--- src/rtl/mem_req_issue_ctrl.sv ---
// Request-queuing memory stage: buffers write/read requests in an in-order FIFO,
// issues them as single-cycle strobes and answers reads from a flagged backing memory.
module mem_req_issue_ctrl #(
  parameter int AW     = 4,
  parameter int DW     = 32,
  parameter int QDEPTH = 4
) (
  input  logic                         clk,
  input  logic                         reset_n,
  input  logic                         req_valid,
  output logic                         req_ready,
  input  logic                         req_write,
  input  logic [AW-1:0]                req_addr,
  input  logic [DW-1:0]                req_wdata,
  output logic                         write,
  output logic                         read,
  output logic [31:0]                  addr,
  output logic [31:0]                  wdata,
  output logic                         rsp_valid,
  input  logic                         rsp_ready,
  output logic [DW-1:0]                rsp_data,
  output logic                         rsp_err,
  output logic [$clog2(QDEPTH+1)-1:0]  q_count
);

  localparam int PW = $clog2(QDEPTH);
  localparam int CW = $clog2(QDEPTH+1);
  localparam logic [CW-1:0] FULL_CNT = CW'(QDEPTH);

  typedef enum logic {RSP_EMPTY, RSP_FULL} rsp_state_t;

  typedef struct packed {
    logic          wr;
    logic [AW-1:0] a;
    logic [DW-1:0] d;
  } cmd_t;

  cmd_t            fifo [QDEPTH];
  logic [DW-1:0]   mem  [2**AW];
  logic [2**AW-1:0] flag;
  logic [PW-1:0]   wr_ptr, rd_ptr;
  cmd_t            head;
  logic            push, pop;
  logic [AW-1:0]   idx;
  rsp_state_t      rsp_state;

  assign req_ready = reset_n && (q_count < FULL_CNT);
  assign push      = req_valid && req_ready;
  assign head      = fifo[rd_ptr];
  assign idx       = addr[AW-1:0];
  assign rsp_valid = (rsp_state == RSP_FULL);

  // A read may only leave the queue when its response slot will be free at the
  // edge it ends, so reads never stack and never overwrite an unconsumed response.
  assign pop = (q_count != '0) &&
               (head.wr || (!read && (!rsp_valid || rsp_ready)));

  // NOTE: storage arrays carry no reset; validity comes from pointers and flags only.
  always_ff @(posedge clk) begin
    if (push) fifo[wr_ptr] <= {req_write, req_addr, req_wdata};
    if (write) mem[idx] <= wdata[DW-1:0];
  end

  // NOTE: sequential state always uses non-blocking assignments so every
  // register samples pre-edge values regardless of statement order.
  always_ff @(posedge clk or negedge reset_n) begin
    if (!reset_n) begin
      wr_ptr  <= '0;
      rd_ptr  <= '0;
      q_count <= '0;
      write   <= 1'b0;
      read    <= 1'b0;
      addr    <= '0;
      wdata   <= '0;
    end else begin
      if (push) wr_ptr <= wr_ptr + 1'b1;
      if (pop)  rd_ptr <= rd_ptr + 1'b1;
      case ({push, pop})
        2'b10:   q_count <= q_count + 1'b1;
        2'b01:   q_count <= q_count - 1'b1;
        default: ;
      endcase
      write <= pop && head.wr;
      read  <= pop && !head.wr;
      if (pop) begin
        addr  <= 32'(head.a);
        wdata <= head.wr ? 32'(head.d) : 32'h0;
      end
    end
  end

  // Written flags commit on the same edge as the memory word.
  always_ff @(posedge clk or negedge reset_n) begin
    if (!reset_n) flag <= '0;
    else if (write) flag[idx] <= 1'b1;
  end

  always_ff @(posedge clk or negedge reset_n) begin
    if (!reset_n) begin
      rsp_state <= RSP_EMPTY;
      rsp_data  <= '0;
      rsp_err   <= 1'b0;
    end else if (read) begin
      rsp_state <= RSP_FULL;
      rsp_data  <= flag[idx] ? mem[idx] : '0;
      rsp_err   <= !flag[idx];
    end else if (rsp_state == RSP_FULL && rsp_ready) begin
      rsp_state <= RSP_EMPTY;
      rsp_data  <= '0;
      rsp_err   <= 1'b0;
    end
  end

endmodule

--- config.mk ---
export PLATFORM = sky130hd
export DESIGN_NAME = mem_req_issue_ctrl
export DESIGN_NICKNAME = d
export VERILOG_FILES = /design/src/rtl/mem_req_issue_ctrl.sv
export SDC_FILE = /design/constraint.sdc
export NUM_CORES = 1
export LEC_CHECK = 0
export CAP_MARGIN = 20
export CORE_MARGIN = 4
export CORE_UTILIZATION = 54
export CTS_CLUSTER_DIAMETER = 40
export CTS_CLUSTER_SIZE = 28
export DETAILED_ROUTE_END_ITERATION = 8
export PLACE_DENSITY_LB_ADDON = 0.15
export SLEW_MARGIN = 10
export SYNTH_ARGS = -nofsm -noshare
export SYNTH_HDL_FRONTEND = slang
export SYNTH_SLANG_ARGS = --single-unit
--- constraint.sdc ---
create_clock -name clk -period 3.63 [get_ports clk]
set_clock_uncertainty 0.05 [all_clocks]
set_input_delay 0.726 -clock clk [delete_from_list [all_inputs] [get_ports clk]]
set_output_delay 0.726 -clock clk [all_outputs]
set_load 0.02 [all_outputs]
Word-level counts from Yosys, hierarchy flattened --
Memory sizes are Yosys's and may differ from the RTL's. Index checks and enable logic that the tools add are counted.
Cells by class: add/sub/neg operators 4, $lt $le $gt $ge 3, equality and inequality tests 2, multiplexer cells 16, bitwise logic cells 1, reduce and logical (&&, ||, !) cells 17
Operators by type and width (number):
- 32-bit two-way mux | 4
- 16-bit OR | 1
- 1-bit two-way mux | 9
- 1-bit logical AND | 8
- 3-bit case mux with 2 select lines | 1
- 4-bit by 5-bit < comparator with 1-bit output, second input constant | 1
- 2-bit by 1-bit adder with 2-bit output, second input constant | 2
- 1-bit binary-select mux with 4-bit select | 1
- 1-bit demux with 4-bit select | 1
- 4-bit by 1-bit greater-or-equal comparator with 1-bit output, second input constant | 1
- 1-bit zero test | 4
- 2-bit nonzero test | 2
- 3-bit by 1-bit adder with 3-bit output, second input constant | 1
- 3-bit < comparator, second input constant | 1
- 3-bit nonzero test | 1
- 3-bit by 1-bit subtractor with 3-bit output, second input constant | 1
- 2-bit by 1-bit == test with 1-bit output, second input constant | 1
- 2-bit == test, second input constant | 1
- 1-bit logical OR | 2
Storage, ports and cells: flip-flop bits (word level) 95, memory bits (writable) 660, bits of input ports 41, output and inout bits 104, word-level logic and storage cells 56, memories 2
Memory list:
- mem | words 16, width 32, rd ports 1, clocked after memory_dff 0, write ports 1, line 39 | logic [DW-1:0] mem [2**AW];
- fifo | words 4, width 37, rd ports 1, clocked after memory_dff 0, write ports 1, line 38 | cmd_t fifo [QDEPTH];

Logic depth before layout (Yosys ltp) --
depth after elaboration 7, gate-level depth with buffers 11, depth with buffers taken out 10

Worst setup path before layout --
Ideal clock, no wire load.
path type reg2reg, start point register addr[0], end point memory mem[0][0] (enable), library setup time 0.462 ns, arrival time 3.645 ns, data required time 3.118 ns, path slack -0.528 ns, cell stages (with the launch flop) 6, path buffers 3, period minus slack after synthesis 4.158 ns, cells stage by stage dfrtp_1 -> buf_2 -> buf_6 -> buf_2 -> or3b_1 -> nor3_1
RTL lines:
- start: declaration | line 17 | output logic [31:0] addr,
- start signal: assignment | line 86 | addr <= 32'(head.a);
- end: declaration | line 39
Straight into the memory's write port.

Worst setup path in the final report --
start point register addr[3], end point output port addr[3]
No word-level cell between the ends.

==> run_summary.xml <==
<?xml version="1.0" encoding="UTF-8"?>
<metrics>
  <group name="run_status">
    <metric name="status" unit="">complete, no violations</metric>
  </group>
  <group name="pwr">
    <metric name="sw_frac_of_total" unit="">0.3167</metric>
    <metric name="vdd.ir_drop.worst" unit="mV">0.7927</metric>
    <metric name="power.leakage" unit="nW">11.30</metric>
    <metric name="cellInternalPower" unit="W">0.02018</metric>
    <metric name="power.density" unit="nW/um2">878.4</metric>
    <metric name="power_dissipated_by_switching_net_loads" unit="W">0.009353</metric>
    <metric name="share_seq_of_total_power" unit="">0.433</metric>
    <metric name="clock_power_share" unit="">0.290</metric>
    <metric name="share_comb_of_total_power" unit="">0.277</metric>
  </group>
  <group name="layout">
    <metric name="instances_no_fill" unit="">2213</metric>
    <metric name="area.growth.synth_to_final" unit="%">18.43</metric>
    <metric name="n_fill_cell" unit="">3430</metric>
    <metric name="num-nets-final" unit="">1512</metric>
    <metric name="proportion_of_layout_cells_with_a_drive_suffix_above_1" unit="">0.2578</metric>
    <metric name="finish.instance_area" unit="um2">33620</metric>
  </group>
  <group name="detailed_routing">
    <metric name="wirelength" unit="mm">61.99</metric>
    <metric name="drt_iter0_drcs" unit="">1112</metric>
    <metric name="via_per_inst" unit="">6.082</metric>
    <metric name="antenna_violating_nets_post_route" unit="">0</metric>
    <metric name="detail_route.wl_per_cell" unit="um">28.01</metric>
    <metric name="drt_drc_violations_left" unit="">0</metric>
    <metric name="dr.pass1.iters" unit="">5</metric>
    <metric name="via_count" unit="">13459</metric>
  </group>
  <group name="global_routing">
    <metric name="grt_use_total" unit="">0.2227</metric>
    <metric name="largest_net_degree_at_the_start_of_global_routing" unit="">59</metric>
    <metric name="grt-ovfl-total" unit="">0</metric>
    <metric name="grt_antenna_before_repair" unit="">1</metric>
    <metric name="first_global_vias" unit="">14247</metric>
    <metric name="grt_first_pass_wirelength" unit="mm">92.57</metric>
  </group>
  <group name="setup_path">
    <metric name="cp_data_arrival_time" unit="ps">2340</metric>
    <metric name="worstReg2RegStart" unit="">addr[3]$_DFFE_PN0P_</metric>
    <metric name="critical_path_class" unit="">reg -&gt; out</metric>
    <metric name="crit_path_top_delay_cell" unit="">sky130_fd_sc_hd__dfrtp_1</metric>
    <metric name="critPathLaunchType" unit="">register</metric>
    <metric name="worstSetupEndpointType" unit="">output port</metric>
    <metric name="crit_start" unit="">addr[3]$_DFFE_PN0P_</metric>
    <metric name="slowest_delay" unit="ps">920</metric>
    <metric name="path_buf_inv" unit="">1</metric>
    <metric name="crit_path_cell_trace" unit="">clkdlybuf4s50_1</metric>
    <metric name="critical_path_peak_fanout" unit="">15</metric>
    <metric name="timing.critical_path.max_delay_family" unit="">flip-flops</metric>
    <metric name="data_required_time_of_the_worst_path" unit="ps">2850</metric>
  </group>
  <group name="floorplan">
    <metric name="core-area" unit="um2">51720</metric>
    <metric name="floorplan.die.width" unit="um">237.3</metric>
    <metric name="start_util" unit="">0.5490</metric>
    <metric name="row_count" unit="">83</metric>
    <metric name="io-pin-count" unit="">145</metric>
    <metric name="die_area" unit="um2">56310</metric>
    <metric name="die_height" unit="um">237.3</metric>
  </group>
  <group name="synth">
    <metric name="synth.avg_cell_area" unit="um2">22.20</metric>
    <metric name="postSynth.asyncResetShare" unit="">0.1258</metric>
    <metric name="synth_top_flop_cell" unit="">sky130_fd_sc_hd__edfxtp_1</metric>
    <metric name="yosys.area.top_type_share" unit="">0.6981</metric>
    <metric name="synthesis.yosys.warnings" unit="">0</metric>
    <metric name="synth-seq-area-share" unit="">0.7818</metric>
    <metric name="synth_enable_flop_cells" unit="">660</metric>
    <metric name="synth_area" unit="um2">28390</metric>
    <metric name="synth.cells.most_frequent" unit="">sky130_fd_sc_hd__edfxtp_1, sky130_fd_sc_hd__mux4_2, sky130_fd_sc_hd__dfrtp_1, sky130_fd_sc_hd__a22o_1, sky130_fd_sc_hd__a22oi_1</metric>
    <metric name="yosysMostFrequentCell" unit="">sky130_fd_sc_hd__edfxtp_1</metric>
    <metric name="post_synth_num_cell_types" unit="">38</metric>
    <metric name="synth_area_leader_cell" unit="">sky130_fd_sc_hd__edfxtp_1</metric>
    <metric name="syn_inst" unit="">1279</metric>
    <metric name="synth.area.top_cells" unit="">sky130_fd_sc_hd__edfxtp_1, sky130_fd_sc_hd__mux4_2, sky130_fd_sc_hd__dfrtp_1, sky130_fd_sc_hd__a22o_1, sky130_fd_sc_hd__a22oi_1</metric>
    <metric name="synth-seq-cells" unit="">755</metric>
  </group>
  <group name="clocking">
    <metric name="clock_tree.htree_level_count" unit="">3</metric>
    <metric name="clkSlewWorstSetupHoldPaths" unit="ps">60</metric>
    <metric name="cts-buffers-inserted" unit="">83</metric>
    <metric name="ctsLongestPathBuffers" unit="">3</metric>
    <metric name="clock_sink_count" unit="">755</metric>
    <metric name="cts_root_buf" unit="">sky130_fd_sc_hd__clkbuf_16</metric>
    <metric name="postCtsSetupRepairBufs" unit="">0</metric>
    <metric name="clock_latency" unit="ps">620</metric>
    <metric name="cts_hold_buf" unit="">0</metric>
    <metric name="cts_repair_resize_count" unit="">0</metric>
    <metric name="cts_tree" unit="">yes</metric>
  </group>
  <group name="hold_path">
    <metric name="hold_path.class" unit="">in -&gt; async</metric>
  </group>
  <group name="sta">
    <metric name="finalHoldViolations" unit="">0</metric>
    <metric name="achievable-frequency" unit="MHz">321.2</metric>
    <metric name="tightestPinTransition" unit="ps">888.7</metric>
    <metric name="setup_violations" unit="">0</metric>
    <metric name="timing.final.crit_share" unit="">0.8577</metric>
    <metric name="slew_viol_final" unit="">0</metric>
    <metric name="grt_setup_unrepaired" unit="">no</metric>
    <metric name="slew-limit-headroom" unit="">0.4075</metric>
    <metric name="totalNegativeSetupSlack" unit="ps">0</metric>
    <metric name="final_period_minus_worst_setup_slack" unit="ps">3114</metric>
  </group>
  <group name="place">
    <metric name="gpl.final_weighted_congestion" unit="">0.7369</metric>
    <metric name="dp_hpwl" unit="mm">33.91</metric>
    <metric name="place.port_buffers" unit="">116</metric>
    <metric name="dp_cells" unit="">2060</metric>
    <metric name="placed_area" unit="um2">30760</metric>
  </group>
  <group name="flow_run">
    <metric name="drv.max_cap_violation_count" unit="">0</metric>
  </group>
</metrics>
[final cells by class]
type / count / area (um2) / area share
antenna: 1 / 2.502 / 0.00007443
inverter: 9 / 33.78 / 0.001005
sequential: 755 / 22210 / 0.6604
clock inverter: 61 / 742.0 / 0.02207
timing repair buffer: 172 / 1817 / 0.05403
clock buffer: 91 / 2117 / 0.06297
multi-input combinational: 444 / 5854 / 0.1741
tap: 680 / 850.8 / 0.02531
[stage by stage]
step / hold WS [ps] / total power [W] / setup slack, ps / util
after floorplan: 380.4 / 0.01798 / 341.0 / -
after global placement: 396.6 / 0.02107 / 752.8 / 0.5948
after detailed placement: 401.3 / 0.02127 / 668.1 / 0.5948
after CTS: 262.9 / 0.02984 / 438.2 / 0.6501
after global routing: 279.4 / 0.03082 / 440.0 / 0.6501
final: 260.8 / 0.02953 / 516.5 / 0.6501
[power groups by stage]
| stage | clock (W) | combinational, W | sequential (W) |
|---|---|---|---|
| final | 0.00855 | 0.00818 | 0.0128 |
| after global routing | 0.00908 | 0.00874 | 0.0130 |
| after CTS | 0.00872 | 0.00831 | 0.0128 |
| after detailed placement | 0 | 0.00828 | 0.0130 |
| after global placement | 0 | 0.00819 | 0.0129 |
| after floorplan | 0 | 0.00520 | 0.0128 |
[kinds of logic after synthesis]
logic type / Yosys count / share of synthesized area
buffers and inverters: 107 / 0.02208
XOR/XNOR: 6 / 0.001851
AND/OR/NAND/NOR: 88 / 0.01494
other: 1 / 0.0001321
multiplexers: 181 / 0.1376
flip-flops: 755 / 0.7818
adder cells (fa/ha/maj): 6 / 0.002909
AO/OA/AOI/OAI: 135 / 0.03865
[cell usage in the layout, fill, tap and decap left out, types with 3 or more instances in the layout]
| master | instances |
|---|---|
| sky130_fd_sc_hd__clkinv_4 | 4 |
| sky130_fd_sc_hd__conb_1 | 28 |
| sky130_fd_sc_hd__and3_2 | 4 |
| sky130_fd_sc_hd__clkbuf_1 | 7 |
| sky130_fd_sc_hd__nor2_4 | 13 |
| sky130_fd_sc_hd__clkinv_2 | 7 |
| sky130_fd_sc_hd__mux2_1 | 4 |
| sky130_fd_sc_hd__a22oi_1 | 64 |
| sky130_fd_sc_hd__clkinv_1 | 5 |
| sky130_fd_sc_hd__mux2i_1 | 9 |
| sky130_fd_sc_hd__ha_1 | 5 |
| sky130_fd_sc_hd__nor3_4 | 4 |
| sky130_fd_sc_hd__dfrtp_1 | 92 |
| sky130_fd_sc_hd__and2_1 | 3 |
| sky130_fd_sc_hd__buf_12 | 19 |
| sky130_fd_sc_hd__mux4_2 | 167 |
| sky130_fd_sc_hd__clkdlybuf4s50_1 | 115 |
| sky130_fd_sc_hd__clkinvlp_4 | 4 |
| sky130_fd_sc_hd__inv_8 | 10 |
| sky130_fd_sc_hd__buf_4 | 38 |
| sky130_fd_sc_hd__a22o_1 | 65 |
| sky130_fd_sc_hd__clkbuf_16 | 83 |
| sky130_fd_sc_hd__nand2_1 | 35 |
| sky130_fd_sc_hd__xnor2_1 | 4 |
| sky130_fd_sc_hd__inv_1 | 8 |
| sky130_fd_sc_hd__nand2b_1 | 3 |
| sky130_fd_sc_hd__clkinv_8 | 11 |
| sky130_fd_sc_hd__edfxtp_1 | 660 |
| sky130_fd_sc_hd__or2_1 | 16 |
| sky130_fd_sc_hd__inv_6 | 12 |
| sky130_fd_sc_hd__bufinv_16 | 7 |
[sequential cells by signal, summed over array words and instances, names as in the netlist]
name,flops
rsp_data,32
flag,16
addr,4
q_count,3
wdata,32
write,1
rsp_valid,1
fifo,148
read,1
rsp_err,1
mem,512
rd_ptr,2
wr_ptr,2
[per-layer routing]
metal	up-vias	part of all wire	global-route usage
met4	0	0.019	0.06051
li1	5686	-	-
met1	7230	0.42	0.3147
met3	89	0.066	0.04316
met2	454	0.50	0.3646
met5	-	0	0
[final timing paths]
kind,cells past startpoint,endpoint,slack (ps)
max,1,addr[3],520
min,2,wdata[25]$_DFFE_PN0P_,260
max reg2reg,4,rsp_data[1]$_DFFE_PN0P_,920
min reg2reg,1,flag[5]$_DFFE_PN0P_,410
max in group asynchronous,3,addr[1]$_DFFE_PN0P_,1780
min in group clk,1,flag[5]$_DFFE_PN0P_,410
(Power assumes the default switching activity.)
